**config.mk**
```make
export PLATFORM = sky130hd
export DESIGN_NAME = cpu_controller_flat
export DESIGN_NICKNAME = d
export VERILOG_FILES = /design/src/rtl/cpu_controller_if.sv /design/src/rtl/cpu_controller.sv /design/src/flat_wrapper.sv
export SDC_FILE = /design/constraint.sdc
export NUM_CORES = 1
export LEC_CHECK = 0
export ABC_AREA = 1
export CORE_MARGIN = 3
export CORE_UTILIZATION = 47
export CTS_CLUSTER_SIZE = 12
export DETAILED_ROUTE_END_ITERATION = 10
export GPL_ROUTABILITY_DRIVEN = 1
export GPL_TIMING_DRIVEN = 0
export PLACE_DENSITY_LB_ADDON = 0.08
export SLEW_MARGIN = 0
export SYNTH_ARGS = -nofsm -noshare
export SYNTH_HDL_FRONTEND = slang
export SYNTH_SLANG_ARGS = --single-unit
```
**constraint.sdc**
```tcl
create_clock -name clock -period 3.8 [get_ports clock]
set_input_delay 0.95 -clock clock [delete_from_list [all_inputs] [get_ports clock]]
set_output_delay 0.95 -clock clock [all_outputs]
set_load 0.05 [all_outputs]
```
**src/rtl/cpu_controller_if.sv**
```systemverilog
// cpu_controller_if: control-side bus between the controller and the datapath/memory.
// The master is the controller and the slave is the datapath side.
interface cpu_controller_if #(
   parameter int WIDTH = 16
);
   logic [WIDTH-1:0] mem_rdata;
   logic [4:0]       psr;
   logic [WIDTH-1:0] ir;
   logic [10:0]      controlbits;
   logic             addr_sel;
   logic             jump;
   logic             halted;

   modport master (
      input  mem_rdata, psr,
      output ir, controlbits, addr_sel, jump, halted
   );

   modport slave (
      output mem_rdata, psr,
      input  ir, controlbits, addr_sel, jump, halted
   );
endinterface

```
**src/rtl/cpu_controller.sv**
```systemverilog
// cpu_controller: multi-cycle FETCH/DECODE/EXEC/MEM/WB/PCINC sequencer for the 16-bit Tetris CPU.
// Define CPU_CTRL_HALT_EN to make op 1111 enter a sticky HALT state; otherwise it decodes as a NOP.
module cpu_controller #(
   parameter int WIDTH = 16
) (
   input logic              clock,
   input logic              reset,
   cpu_controller_if.master bus
);
   localparam logic [3:0] ALU_ADD  = 4'b0000;
   localparam logic [3:0] ALU_SUB  = 4'b0001;
   localparam logic [3:0] ALU_AND  = 4'b0010;
   localparam logic [3:0] ALU_OR   = 4'b0011;
   localparam logic [3:0] ALU_XOR  = 4'b0100;
   localparam logic [3:0] ALU_MOVA = 4'b0101;
   localparam logic [3:0] ALU_MOVB = 4'b0110;
   localparam logic [3:0] ALU_CMP  = 4'b0111;

   typedef enum logic [2:0] {
      FETCH,
      DECODE,
      EXEC,
      MEM,
      WB,
      PCINC
`ifdef CPU_CTRL_HALT_EN
      , HALT
`endif
   } state_t;

   state_t           state;
   state_t           next_state;
   logic [WIDTH-1:0] ir_q;
   logic [4:0]       flags;
   logic [3:0]       op;
   logic [3:0]       rdest;
   logic [3:0]       ext;
   logic [4:0]       alu_dec;
   logic [10:0]      exec_ctrl;
   logic             exec_addr_sel;
   logic             is_load;
   logic             is_branch;
   logic             is_halt;
   logic             sets_flags;
   logic             cond_true;
   logic [10:0]      ctrl;
   logic             addr_sel;
   logic             jump;
   logic             halted;
   logic             unused_flag;

   assign op    = ir_q[15:12];
   assign rdest = ir_q[11:8];
   assign ext   = ir_q[7:4];

   // The F flag is latched with the rest of psr but no condition reads it.
   assign unused_flag = flags[2];

   // Shared ALU opcode table: the R-type ext field and the immediate opcode use the same codes.
   function automatic logic [4:0] alu_decode(input logic [3:0] code, input logic imm_form);
      case (code)
         4'b0101: alu_decode = {1'b1, ALU_ADD};
         4'b1001: alu_decode = {1'b1, ALU_SUB};
         4'b0001: alu_decode = {1'b1, ALU_AND};
         4'b0010: alu_decode = {1'b1, ALU_OR};
         4'b0011: alu_decode = {1'b1, ALU_XOR};
         4'b1101: alu_decode = {1'b1, (imm_form ? ALU_MOVA : ALU_MOVB)};
         4'b1011: alu_decode = {1'b1, ALU_CMP};
         default: alu_decode = 5'b0;
      endcase
   endfunction

   always_comb begin
      case (rdest)
         4'b0000: cond_true = flags[3];
         4'b0001: cond_true = ~flags[3];
         4'b0010: cond_true = flags[0];
         4'b0011: cond_true = ~flags[0];
         4'b0100: cond_true = flags[1];
         4'b0101: cond_true = ~flags[1];
         4'b0110: cond_true = flags[4];
         4'b0111: cond_true = ~flags[4];
         4'b1110: cond_true = 1'b1;
         default: cond_true = 1'b0;
      endcase
   end

   // EXEC-state controls for the instruction held in ir; MEM and WB reuse them for LOAD.
   always_comb begin
      alu_dec       = alu_decode((op == 4'b0000) ? ext : op, op != 4'b0000);
      exec_ctrl     = '0;
      exec_addr_sel = 1'b0;
      is_load       = 1'b0;
      is_branch     = 1'b0;
      is_halt       = 1'b0;
      sets_flags    = 1'b0;
      case (op)
         4'b0000, 4'b0101, 4'b1001, 4'b0001, 4'b0010, 4'b0011, 4'b1101, 4'b1011: begin
            if (alu_dec[4]) begin
               exec_ctrl[3:0] = alu_dec[3:0];
               exec_ctrl[5]   = (op != 4'b0000);
               exec_ctrl[9]   = (alu_dec[3:0] != ALU_CMP);
               sets_flags     = (alu_dec[3:0] inside {ALU_ADD, ALU_SUB, ALU_CMP});
            end
         end
         4'b0100: begin
            case (ext)
               4'b0000: begin
                  exec_ctrl[3:0] = ALU_MOVB;
                  exec_addr_sel  = 1'b1;
                  is_load        = 1'b1;
               end
               4'b0100: begin
                  exec_ctrl[3:0] = ALU_MOVA;
                  exec_ctrl[10]  = 1'b1;
                  exec_addr_sel  = 1'b1;
               end
               4'b1100: begin
                  is_branch = 1'b1;
                  if (cond_true) begin
                     exec_ctrl[3:0] = ALU_MOVB;
                     exec_ctrl[8]   = 1'b1;
                  end
               end
               default: ;
            endcase
         end
         4'b1100: begin
            is_branch = 1'b1;
            if (cond_true) begin
               exec_ctrl[3:0] = ALU_ADD;
               exec_ctrl[5]   = 1'b1;
               exec_ctrl[6]   = 1'b1;
               exec_ctrl[8]   = 1'b1;
            end
         end
`ifdef CPU_CTRL_HALT_EN
         4'b1111: is_halt = 1'b1;
`endif
         default: ;
      endcase
   end

   always_comb begin
      next_state = state;
      ctrl       = '0;
      addr_sel   = 1'b0;
      jump       = 1'b0;
      halted     = 1'b0;
      case (state)
         FETCH:  next_state = DECODE;
         DECODE: next_state = EXEC;
         EXEC: begin
            ctrl     = exec_ctrl;
            addr_sel = exec_addr_sel;
            jump     = is_branch & cond_true;
            if (is_load)
               next_state = MEM;
            else if (is_branch && cond_true)
               next_state = FETCH;
`ifdef CPU_CTRL_HALT_EN
            else if (is_halt)
               next_state = HALT;
`endif
            else
               next_state = PCINC;
         end
         MEM: begin
            ctrl       = exec_ctrl & ~11'h400;
            addr_sel   = 1'b1;
            next_state = WB;
         end
         WB: begin
            ctrl       = exec_ctrl | 11'h280;
            addr_sel   = 1'b1;
            next_state = PCINC;
         end
         PCINC: begin
            ctrl       = 11'h150;
            next_state = FETCH;
         end
`ifdef CPU_CTRL_HALT_EN
         HALT: halted = 1'b1;
`endif
         default: next_state = FETCH;
      endcase
   end

   always_ff @(posedge clock) begin
      if (!reset) begin
         state <= FETCH;
         ir_q  <= '0;
         flags <= '0;
      end else begin
         state <= next_state;
         if (state == DECODE)
            ir_q <= bus.mem_rdata;
         if (state == EXEC && sets_flags)
            flags <= bus.psr;
      end
   end

   assign bus.ir          = ir_q;
   assign bus.controlbits = ctrl;
   assign bus.addr_sel    = addr_sel;
   assign bus.jump        = jump;
   assign bus.halted      = halted;

   logic unused_is_halt;
   assign unused_is_halt = is_halt;
endmodule

```
**src/flat_wrapper.sv**
```systemverilog
// flat-port wrapper written by rule: the top's interface ports become plain ports
module cpu_controller_flat 
#(
   parameter int WIDTH = 16
)
  (clock, reset, bus_mem_rdata, bus_psr, bus_ir, bus_controlbits, bus_addr_sel, bus_jump, bus_halted);
  cpu_controller_if #(.WIDTH(WIDTH)) bus_i ();
  input logic clock;
  input logic reset;
  input wire logic [$bits(bus_i.mem_rdata)-1:0] bus_mem_rdata;
  input wire logic [$bits(bus_i.psr)-1:0] bus_psr;
  output wire logic [$bits(bus_i.ir)-1:0] bus_ir;
  output wire logic [$bits(bus_i.controlbits)-1:0] bus_controlbits;
  output wire logic [$bits(bus_i.addr_sel)-1:0] bus_addr_sel;
  output wire logic [$bits(bus_i.jump)-1:0] bus_jump;
  output wire logic [$bits(bus_i.halted)-1:0] bus_halted;
  assign bus_i.mem_rdata = bus_mem_rdata;
  assign bus_i.psr = bus_psr;
  assign bus_ir = bus_i.ir;
  assign bus_controlbits = bus_i.controlbits;
  assign bus_addr_sel = bus_i.addr_sel;
  assign bus_jump = bus_i.jump;
  assign bus_halted = bus_i.halted;
  cpu_controller #(.WIDTH(WIDTH)) u_core (.clock(clock), .reset(reset), .bus(bus_i));
endmodule
```
### Yosys cells after proc, flatten, opt, wreduce, memory -nomap -nowiden

Cells that the tools add are included.

* flip-flop bits (word level): 24
* bits in latches: 0
* bits in writable memories: 0
* bits in read-only memories: 0
* bits of input ports: 23
* output and inout bits: 30
* word-level logic and storage cells: 87
* memories: 0

* $add $sub $neg: 0
* $mul: 0
* div/mod/pow operators: 0
* magnitude comparators: 0
* equality and inequality tests: 34
* shifts and indexed selects: 0
* mux-type cells: 33
* bitwise gates (word level): 5
* reduce and logical (&&, ||, !) cells: 12

Operators by type and width (count)
* $pmux 11 s4: 1
* $eq 4x3->1 const B: 9
* $eq 4x4->1 const B: 9
* $pmux 5 s7: 1
* $eq 4x2->1 const B: 6
* $eq 4x1->1 const B: 4
* $logic_not 4->1: 4
* $mux 1: 16
* $pmux 3 s5: 1
* $pmux 4 s3: 1
* $mux 3: 3
* $pmux 1 s9: 1
* $mux 4: 2
* $pmux 1 s2: 4
* $pmux 4 s2: 1
* $reduce_or 8->1: 1
* $eq 3x2->1 const B: 2
* $eq 3x3->1 const B: 2
* $mux 2: 2
* $ne 4x3->1 const B: 1
* $not 1->1: 4
* $reduce_bool 4->1: 1
* $reduce_or 2->1: 2
* $eq 3x1->1 const B: 1
* other kinds (4): 5

### Longest topological paths before layout

* depth in word-level cells: 9
* gate-level depth with buffers: 14
* depth with buffers taken out: 14

### Worst setup path before layout

Ideal clock, no wire load.

* path type: flip-flop to output port
* start: register u_core.state[1]
* end: output bus_controlbits[6]
* arrival time: 2536 ps
* data required time: 2850 ps
* slack: 314 ps
* cell stages (with the launch flop): 6
* path buffers: 0
* cell sequence: dfxtp_1 > nor2_1 > inv_1 > nor2_1 > nor2_1 > o21ai_0

* word-level cells in the longest chain between the ends: 2
* elaborated cells on any way between the ends: 5
* classes of those cells: 4 x eq/ne; 1 x mux

RTL lines
* start: declaration: RTL line cpu_controller.sv:31 `state_t state;`
* start signal: assignment: RTL line cpu_controller.sv:195 `state <= next_state;`
* $eq 3x3->1 or $eq 3x2->1 (tied branches): RTL line cpu_controller.sv:150 `case (state)`
* $pmux 11 s4 (*): RTL line cpu_controller.sv:150
* end: declaration: RTL line flat_wrapper.sv:13 `output wire logic [$bits(bus_i.controlbits)-1:0] bus_controlbits;`

Every way passes the cells marked *; elsewhere a longest branch is shown, timed or not.

### Worst setup path after layout

* start: register u_core.ir_q[14], in the netlist u_core.bus.ir[14]
* end: output bus_controlbits[1]

* word-level cells in the longest chain between the ends: 7
* elaborated cells on any way between the ends: 24
* classes of those cells: 15 x eq/ne; 6 x mux; 3 x reduce/logical

RTL lines
* start: declaration: RTL line cpu_controller.sv:33 `logic [WIDTH-1:0] ir_q;`
* start signal: assignment: RTL line cpu_controller.sv:197 `ir_q <= bus.mem_rdata;`
* $logic_not 4->1: RTL line cpu_controller.sv:90, cpu_controller.sv:97
* $mux 4: RTL line cpu_controller.sv:90 `alu_dec = alu_decode((op == 4'b0000) ? ext : op, op != 4'b0000);`
* $eq 4x4->1 (tied with other cells): RTL line cpu_controller.sv:61 `case (code)`
* $pmux 5 s7: RTL line cpu_controller.sv:61
* $mux 4: RTL line cpu_controller.sv:99 `if (alu_dec[4]) begin`
* $pmux 4 s2 (*): RTL line cpu_controller.sv:97 `case (op)`
* $pmux 11 s4 (*): RTL line cpu_controller.sv:150

Marked as above.

==> flow_metrics.tcl <==
set metrics [dict create \
    worst_r2r_startpoint "u_core.bus.ir[14]" \
    finalHoldWorstSlack_ns 0.511 \
    slew_headroom_pct 66.0 \
    worst_slew_pin_slew_ns 0.508 \
    rows 19 \
    r2r.worst_path.cells 12 \
    outcome "completed" \
    post-route-drc-count 0 \
    grt_setup_unrepaired "false" \
    floorplan.die_area_mm2 0.00363 \
    drtIter0Drc 58 \
    overflow 0 \
    die_width_um 60.3 \
    path_class "reg -> out" \
    fin_crit_sh_pct 93.9 \
    worstHoldStart "u_core.flags[1]" \
    areaGrowthSynthToFinish_pct 39.7 \
    type_of_the_most_critical_hold_path "reg -> reg" \
    tritoncts_clock_tree "built" \
    critical_path.max_fanout 7 \
    start_util_pct 49.8 \
    setup.worst_path.start_class "flip-flop" \
    core_area_mm2 0.00278 \
    power_switching_w 0.000394 \
    cp.required_ns 2.85 \
    maxCapViolCount 0 \
    detailedPlacementHpwl_um 2570 \
    depth_of_the_worst_hold_timing_path 2 \
    cts_sinks 23 \
    period_minus_slack_ns 3.57 \
    max_freq_ghz 0.280 \
    htreeDepth 1 \
    crit_path_end_kind "output port" \
    post_synth_inst_count 205 \
    reg2reg_slack_ns 2.10 \
    skew_ns 0.0156 \
    routedWlPerCell_um 11.2 \
    route.final.wire_length_um 3230 \
    setup_slack_ns 0.230 \
    detail_route.vias_per_cell 4.94 \
    post_synthesis_instance_area_mm2 0.00139 \
    postSynthRegisterBits 23 \
    antenna_found_initial 0 \
    clk-insertion-delay-late_ns 0.31 \
    n_antenna_cell 0 \
    num-nets-final 282 \
    drv_slew 0 \
    via_count 1427 \
    final_setup_violations 0 \
    layout.cells.most_common "sky130_fd_sc_hd__clkdlybuf4s50_1" \
    power_per_cell_area_mw_per_mm2 439 \
    rr_endpoint "u_core.flags[4]" \
    finalSetupTns_ns 0 \
    cts_hold_buffers 0 \
    cts_resized 0 \
    cellLeakagePower_nw 0.789 \
    cts_made_buffers 3 \
    portBuffers 48 \
    synth_area_per_cell_um2 6.76 \
    cts_post_setup_buffers_inserted 0 \
    power.combinational.fraction_pct 51.0 \
    timing_hold_violations_final 0 \
    net_switching_share_of_the_total_power_pct 46.3 \
    min_to "u_core.flags[1]" \
    clock_tree.root_cell "sky130_fd_sc_hd__clkbuf_4" \
    finalWeightedCongestion 0.860 \
    layout-drive-gt1-share_pct 13.6 \
    pre_cts_slack_ns 0.576 \
    yosysUniqueCellTypes 26 \
    synth_sequential_area_ratio_pct 33.2 \
    detailed_routing_iterations_pass_1 4 \
    clock_power_share_pct 13.0 \
    power.ir.vdd_worst_mv 0.329 \
    clk_path_buf_depth 2 \
    grt_start_max_net_pins 14 \
    share_seq_of_total_power_pct 35.9 \
    intPower_w 0.000456 \
    cts.clk_slew.worst_paths_ns 0.13 \
    pin_count 53 \
    floorplan.die.height_um 60.3 \
    globalRouteTotalUtil_pct 19.3 \
    grt_pass1_vias 1249 \
    global_route_wire_length_before_repair_um 5410 \
    yosysWarnings 0 \
    data_arrival_time_of_the_critical_path_ns 2.62 \
    postRouteAntennaNets 0 \
    layout.cells.most_common_list "48 x sky130_fd_sc_hd__clkdlybuf4s50_1, 36 x sky130_fd_sc_hd__nor2_1, 24 x sky130_fd_sc_hd__inv_1" \
]
==> critical path, stage by stage (launching register included) <==
cell	delay (ns)
sky130_fd_sc_hd__dfxtp_1	0.40
sky130_fd_sc_hd__nor2_2	0.25
sky130_fd_sc_hd__nand3_2	0.13
sky130_fd_sc_hd__nand2_4	0.10
sky130_fd_sc_hd__nand2_4	0.09
sky130_fd_sc_hd__nor2_4	0.09
sky130_fd_sc_hd__nand3_1	0.10
sky130_fd_sc_hd__and2_1	0.18
sky130_fd_sc_hd__a31oi_1	0.14
sky130_fd_sc_hd__clkdlybuf4s50_1	0.83
==> final cells by class <==
cell class / count / area, µm²
Fill cell: 261 / 846
Inverter: 29 / 111
Clock inverter: 1 / 5.00
Tap cell: 31 / 38.8
Sequential cell: 23 / 460
Buffer: 7 / 35.0
Multi-Input combinational cell: 147 / 782
Clock buffer: 3 / 22.5
Timing Repair Buffer: 48 / 480
==> cells by family (layout without fill, tap and decap cells) <==
kind of cell | after synthesis | after routing | synth area share, %
AND/OR/NAND/NOR | 98 | 98 | 37.3
buffers and inverters | 36 | 88 | 10.6
AO/OA/AOI/OAI | 47 | 47 | 18.6
other | 1 | 2 | 0.271
flip-flops | 23 | 23 | 33.2
==> registers in the layout (all words and copies together), names as in the netlist <==
name	cells
u_core.bus.ir	16
u_core.flags	4
u_core.state	3
==> worst max path at each step <==
stage | from | endpoint | cells after the start
6_report | u_core.bus.ir[14] | bus_controlbits[1] | 9
3_3_place_gp | u_core.bus.ir[14] | bus_controlbits[1] | 9
2_1_floorplan | u_core.state[1] | bus_controlbits[6] | 5
4_1_cts | u_core.bus.ir[14] | bus_controlbits[5] | 10
5_1_grt | u_core.bus.ir[14] | bus_controlbits[5] | 10
3_5_place_dp | u_core.bus.ir[14] | bus_controlbits[5] | 10
==> through the flow <==
step / total power [W] / instance area, µm² / cells / utilization (%)
after global routing: 0.000909 / 1940 / 289 / 69.6
final: 0.000850 / 1940 / 289 / 69.6
after floorplan: 0.000621 / 1390 / 206 / -
after CTS: 0.000855 / 1940 / 289 / 69.6
after detailed placement: 0.000746 / 1910 / 285 / 68.6
after global placement: 0.000743 / 1910 / 285 / 68.6
==> layer usage <==
layer  part of all wire, %  track usage [%]
met1                    49             26.5
met2                    43             30.9
met3                   6.8             4.54
met4                  0.65             3.80
met5                     0                0
==> synth_stat cells, drive strengths merged <==
cell | number | area [µm²]
nand2 | 31 | 171
nand4 | 1 | 6.26
nor2 | 44 | 210
inv | 29 | 111
nand3b | 1 | 7.51
o21ai | 22 | 110
a21oi | 22 | 114
nor3 | 5 | 25.0
conb | 1 | 3.75
and2 | 1 | 6.26
buf | 4 | 23.8
a31oi | 3 | 33.8
dfxtp | 23 | 460
nand3 | 15 | 90.1
clkbuf | 3 | 11.3
==> power groups by stage <==
stage	registers [W]	logic, W	clock network [W]
floorplan	0.000388	0.000233	0
global placement	0.000310	0.000433	0
detailed placement	0.000310	0.000435	0
CTS	0.000305	0.000437	0.000113
global route	0.000312	0.000472	0.000125
finish	0.000305	0.000434	0.000111
(Power assumes the default switching activity.)
